File: src/rtl/config_pkg.sv
// rtl/config_pkg.sv - shared types and constants for the configuration loader
package config_pkg;

    localparam int BYTES_PER_WORD = 4;
    localparam int CFG_WORD_WIDTH = 32;
    localparam int MAX_TILES      = 16;

    typedef enum logic [1:0] {
        ST_IDLE   = 2'd0,
        ST_RECV   = 2'd1,
        ST_CHECK  = 2'd2,
        ST_COMMIT = 2'd3
    } state_t;

    // A single tile still needs a one-bit index.
    function automatic int tile_idx_width(input int num_tiles);
        return (num_tiles > 1) ? $clog2(num_tiles) : 1;
    endfunction

endpackage

File: src/rtl/config_word_buffer.sv
// rtl/config_word_buffer.sv - per-tile word store with byte-lane writes and word reads
module config_word_buffer
    import config_pkg::*;
#(
    parameter int NUM_TILES = 4,
    parameter int TW        = tile_idx_width(NUM_TILES)
) (
    input  logic                      clk,
    input  logic                      wr_en,
    input  logic [TW-1:0]             wr_tile,
    input  logic [1:0]                wr_lane,
    input  logic [7:0]                wr_data,
    input  logic [TW-1:0]             rd_tile,
    output logic [CFG_WORD_WIDTH-1:0] rd_data
);

    // Contents are only ever read after a full overwrite, so no reset is needed.
    logic [CFG_WORD_WIDTH-1:0] mem [NUM_TILES];

    always_ff @(posedge clk) begin
        if (wr_en) begin
            mem[wr_tile][{wr_lane, 3'b000} +: 8] <= wr_data;
        end
    end

    always_comb begin
        rd_data = mem[rd_tile];
    end

endmodule

File: src/rtl/config_loader.sv
// rtl/config_loader.sv - byte-serial config stream loader with checksum-gated tile commit
module config_loader
    import config_pkg::*;
#(
    parameter int NUM_TILES  = 4,
    parameter int WORD_WIDTH = 32
) (
    input  logic                  clk,
    input  logic                  rst,
    input  logic                  start,
    input  logic                  in_valid,
    input  logic [7:0]            in_data,
    output logic                  in_ready,
    output logic [WORD_WIDTH-1:0] config_data,
    output logic [NUM_TILES-1:0]  config_en,
    output logic                  busy,
    output logic                  done,
    output logic                  err
);

    localparam int TOTAL = BYTES_PER_WORD * NUM_TILES;
    localparam int CW    = $clog2(TOTAL + 1);
    localparam int TW    = tile_idx_width(NUM_TILES);

    localparam logic [CW-1:0] TOTAL_C   = CW'(TOTAL);
    localparam logic [TW-1:0] LAST_TILE = TW'(NUM_TILES - 1);

    state_t                    state;
    logic [CW-1:0]             byte_cnt;
    logic [7:0]                xor_acc;
    logic [7:0]                chk_byte;
    logic [TW-1:0]             idx;
    logic [TW-1:0]             next_idx;
    logic                      accept;
    logic                      wr_en;
    logic [TW-1:0]             wr_tile;
    logic [TW-1:0]             rd_tile;
    logic [CFG_WORD_WIDTH-1:0] rd_data;

    always_comb begin
        accept   = (state == ST_RECV) && in_valid && in_ready;
        wr_en    = accept && (byte_cnt != TOTAL_C);
        wr_tile  = TW'(byte_cnt >> 2);
        next_idx = (idx == LAST_TILE) ? '0 : idx + 1'b1;
        // The word presented next cycle: tile 0 out of CHECK, the following tile during COMMIT.
        rd_tile  = (state == ST_COMMIT) ? next_idx : '0;
    end

    config_word_buffer #(
        .NUM_TILES (NUM_TILES),
        .TW        (TW)
    ) u_buffer (
        .clk     (clk),
        .wr_en   (wr_en),
        .wr_tile (wr_tile),
        .wr_lane (byte_cnt[1:0]),
        .wr_data (in_data),
        .rd_tile (rd_tile),
        .rd_data (rd_data)
    );

    always_ff @(posedge clk) begin
        if (rst) begin
            state       <= ST_IDLE;
            byte_cnt    <= '0;
            xor_acc     <= '0;
            chk_byte    <= '0;
            idx         <= '0;
            in_ready    <= 1'b0;
            busy        <= 1'b0;
            done        <= 1'b0;
            err         <= 1'b0;
            config_en   <= '0;
            config_data <= '0;
        end else begin
            done        <= 1'b0;
            err         <= 1'b0;
            config_en   <= '0;
            config_data <= '0;
            case (state)
                ST_IDLE: begin
                    if (start) begin
                        state    <= ST_RECV;
                        byte_cnt <= '0;
                        xor_acc  <= '0;
                        in_ready <= 1'b1;
                        busy     <= 1'b1;
                    end
                end
                ST_RECV: begin
                    if (accept) begin
                        if (byte_cnt == TOTAL_C) begin
                            chk_byte <= in_data;
                            in_ready <= 1'b0;
                            state    <= ST_CHECK;
                        end else begin
                            byte_cnt <= byte_cnt + 1'b1;
                            xor_acc  <= xor_acc ^ in_data;
                        end
                    end
                end
                ST_CHECK: begin
                    if (chk_byte == xor_acc) begin
                        state       <= ST_COMMIT;
                        idx         <= '0;
                        config_en   <= NUM_TILES'(1);
                        config_data <= WORD_WIDTH'(rd_data);
                    end else begin
                        state <= ST_IDLE;
                        busy  <= 1'b0;
                        done  <= 1'b1;
                        err   <= 1'b1;
                    end
                end
                ST_COMMIT: begin
                    if (idx == LAST_TILE) begin
                        state <= ST_IDLE;
                        busy  <= 1'b0;
                        done  <= 1'b1;
                    end else begin
                        idx         <= next_idx;
                        config_en   <= NUM_TILES'(1) << next_idx;
                        config_data <= WORD_WIDTH'(rd_data);
                    end
                end
                default: begin
                    state    <= ST_IDLE;
                    busy     <= 1'b0;
                    in_ready <= 1'b0;
                end
            endcase
        end
    end

endmodule

File: config.mk
export PLATFORM = sky130hd
export DESIGN_NAME = config_loader
export DESIGN_NICKNAME = d
export VERILOG_FILES = /design/src/rtl/config_pkg.sv /design/src/rtl/config_word_buffer.sv /design/src/rtl/config_loader.sv
export SDC_FILE = /design/constraint.sdc
export NUM_CORES = 1
export LEC_CHECK = 0
export ABC_AREA = 1
export ABC_CLOCK_PERIOD_IN_PS = 6000
export CORE_UTILIZATION = 50
export DETAILED_ROUTE_END_ITERATION = 6
export PLACE_DENSITY = 0.69
export SLEW_MARGIN = 20
export SYNTH_ARGS = -nofsm -noshare
export SYNTH_HDL_FRONTEND = slang
export SYNTH_SLANG_ARGS = --single-unit
File: constraint.sdc
create_clock -name clk -period 6 [get_ports clk]
set_input_delay 0.9 -clock clk [delete_from_list [all_inputs] [get_ports clk]]
set_output_delay 0.9 -clock clk [all_outputs]
set_load 0.02 [all_outputs]
==> summary.md <==
| Metric | Value |
|---|---|
| Starting Density | 0.5194 |
| CTS Buf Count | 17 |
| Floorplan row count | 44 |
| Violated checks | DRC |
| Ranking of synthesized cells by area | edfxtp_1 (50%), dfxtp_1 (17%), nand2_1 (10%), nor2_1 (4.7%), nand3_1 (4.5%) |
| CP startpoint | byte_cnt[0] |
| Clk buf depth | 2 |
| Crit path kind | register to register |
| Clk root buf | clkbuf_16 |
| Area share of the largest cell type after synthesis | 0.5034 |
| Fill cell count | around 1.2k |
| Warnings, synthesis | 0 |
| Critical Path RT | roughly 6 ns |
| Post-synthesis sequential area ratio | 0.6739 |
| Endpoints failing setup | 0 |
| Synthesis-to-layout area growth | 14.88% |
| # resized after CTS | 0 |
| Post-synthesis cell type count | 30 |
| CTS Hold Buffers Added | 0 |
| Clock Latency Late Sink | roughly 0.43 ns |
| Crit share post-route | 0.5391 |
| Relative slew margins | 0.2703 |
| Post-CTS setup buffers | 0 |
| Cells after Synth | 735 |
| Synth area leader | edfxtp_1 |
| Die height | 125.6 um |
| Worst setup SP type | register |
| Final #Nets | around 800 |
| DR iter-0 viols | between 300 and 400 |
| Number of global-route vias before repair | 4,791 |
| Flops & latches, synth | 193 |
| Post-place setup slack | 2.810 ns |
| Worst hold margin | 0.4898 ns |
| Via Count | approximately 5.2k |
| Total track usage | 0.2143 |
| FF-to-FF Start | byte_cnt[0] |
| Worst vdd ir | slightly above 0.2 mV |
| Routed WL | 15.86 mm |
| Minimum clock period | 3.234 ns |
| P_leak | 0.003310 uW |
| Achievable Freq | 309.2 MHz |
| Worst Path Arrival | 3.30 ns |
| Actual transition at the worst max-transition pin | roughly 1.1 ns |
| Final setup TNS | 0 ns |
| Syn Nets | 757 |
| DRT Pass-1 Iters | 7 |
| Commonest non-fill, non-tap cell in the layout | nand2_1 |
| Std-Cell Core Area | approximately 15,000 um^2 |
| Final slew viol count | 0 |
| Buffers added on ports | 51 |
| Die width | 125.6 um |
| Die area | 15,770 um^2 |
| Layout cells sized above 1 | 0.07614 |
| Critical Path Fanout Max | 27 |
| Post-DP HPWL | between 10 and 15 mm |
| Largest net degree at the start of global routing | 67 |
| Syn_area_per_cell | 10.39 um^2 |
| Crit end category | register |
| Max-Cap Viols | 0 |
| # diodes | 0 |
| IO Pins | 52 |
| Clock Pin Slew Worst Setup and Hold Paths | 0.07 ns |
| Post-layout worst setup margin | 2.766 ns |
| CTS sink count | 193 |
| Via density | ~5.4 |
| Final ANT Viol Nets | 0 |
| First-pass GRT wire length | ~25 mm |
| Routability cong. | 0.8954 |
| H-tree Lvls | 4 |
| CTS tree | done |
| Status | finished, violations left |
| Hold Vio Cnt, Final | 0 |
| Hold_sp | busy |
| Commonest non-fill, non-tap cells in the layout | nand2_1 (209), edfxtp_1 (128), nor2_1 (96) |
| Remaining DRCs | 2 |
| Worst Hold Class | register to register |
| PwrDens | 324.5 nW/um^2 |
| Avg WL per Cell | 16.32 um |
| GRT overflow | 0 |
| Antenna violations before repair | 0 |
| RSZ-0062 raised after global routing | false |
| Synth Cell Area | 7635 um^2 |
| Clock Skew | approximately 0.007 ns |
==> registers in the layout, summed over array words and instances (netlist names), 2 cells and up <==
register and count:
config_en 4, byte_cnt 5, idx 2, state 2
config_data 32, xor_acc 8, u_buffer.mem 128, chk_byte 8
==> Yosys cell counts <==
master,number
a22oi_1,1
or2_4,1
buf_2,14
clkbuf_1,6
nor3_1,21
nand3_4,1
o21ai_1,5
o21ai_2,1
nor2_4,2
nand2_1,209
nor2_2,4
or2_2,1
nand2_2,4
buf_1,2
buf_4,5
clkinv_2,1
or2_0,4
o21ai_0,13
nand3_1,69
ha_1,10
nand2_4,1
inv_1,29
edfxtp_1,128
inv_2,7
a21oi_1,21
nand3_2,5
buf_6,4
nor2_1,96
dfxtp_1,65
xnor2_1,5
==> per-stage QoR <==
step                  util  std cells  instance area, um^2  total power, uW
floorplan                -        735                 7635             1715
CTS                 0.5967        972                 8771             2859
global placement    0.5579        940                 8200             1778
global route        0.5967        972                 8771             2944
detailed placement  0.5579        940                 8200             1787
finish              0.5967        972                 8771             2846
==> worst paths after layout <==
path | end | slack, ns | cells past startpoint
worst max-delay path | u_buffer.mem[1][18] | 2.77 | 9
worst min-delay path | busy | 0.49 | 2
worst max register to register | u_buffer.mem[1][18] | 2.77 | 9
worst min register to register | busy | 0.49 | 2
==> worst max-delay path: stages, from the launching register on <==
cell and delay [ns]:
dfxtp_1 0.84, inv_1 0.31, ha_1 0.33, nand2_1 0.09
nor2_2 0.05, nor2_1 0.17, nand2_1 0.12, inv_1 0.20
nand2_1 0.14, nor2_1 0.61
==> logic make-up after synthesis <==
family,count (synthesis),synth area share
buffers and inverters,68,0.04228
adders and majority gates,10,0.01639
and+or+nand+nor,418,0.2340
xor gates and xnor gates,5,0.005736
AOI/OAI and AO/OA,41,0.02770
DFF,193,0.6739
==> where the power goes <==
part	internal [uW]	leakage (uW)	total, uW	switching [uW]
clock	611	0.000268	1090	477
sequential	1440	0.00182	1460	23.6
combinational	94.8	0.00123	297	203
total	2140	0.00331	2850	703
==> final cells by class <==
class / count / area [um^2] / area share
clock inverters: 14 / 141.4 / 0.01612
multi-input cells: 474 / 2167 / 0.2471
flip-flops and latches: 193 / 5145 / 0.5866
repair buffers: 52 / 518.0 / 0.05906
well taps: 184 / 230.2 / 0.02625
inverters: 37 / 140.1 / 0.01598
clock buffers: 18 / 429.2 / 0.04893
==> metal layers <==
layer | wire (um) | part of all wire | up-vias | global-route usage
li1 | - | - | 2513 | -
met1 | 7125 | 0.45 | 2441 | 0.2977
met2 | 7216 | 0.45 | 231 | 0.3288
met3 | 1109 | 0.070 | 39 | 0.04921
met4 | 410 | 0.026 | 0 | 0.08178
met5 | 0 | 0 | - | 0
Note: power is estimated with default switching activity, not from simulation.
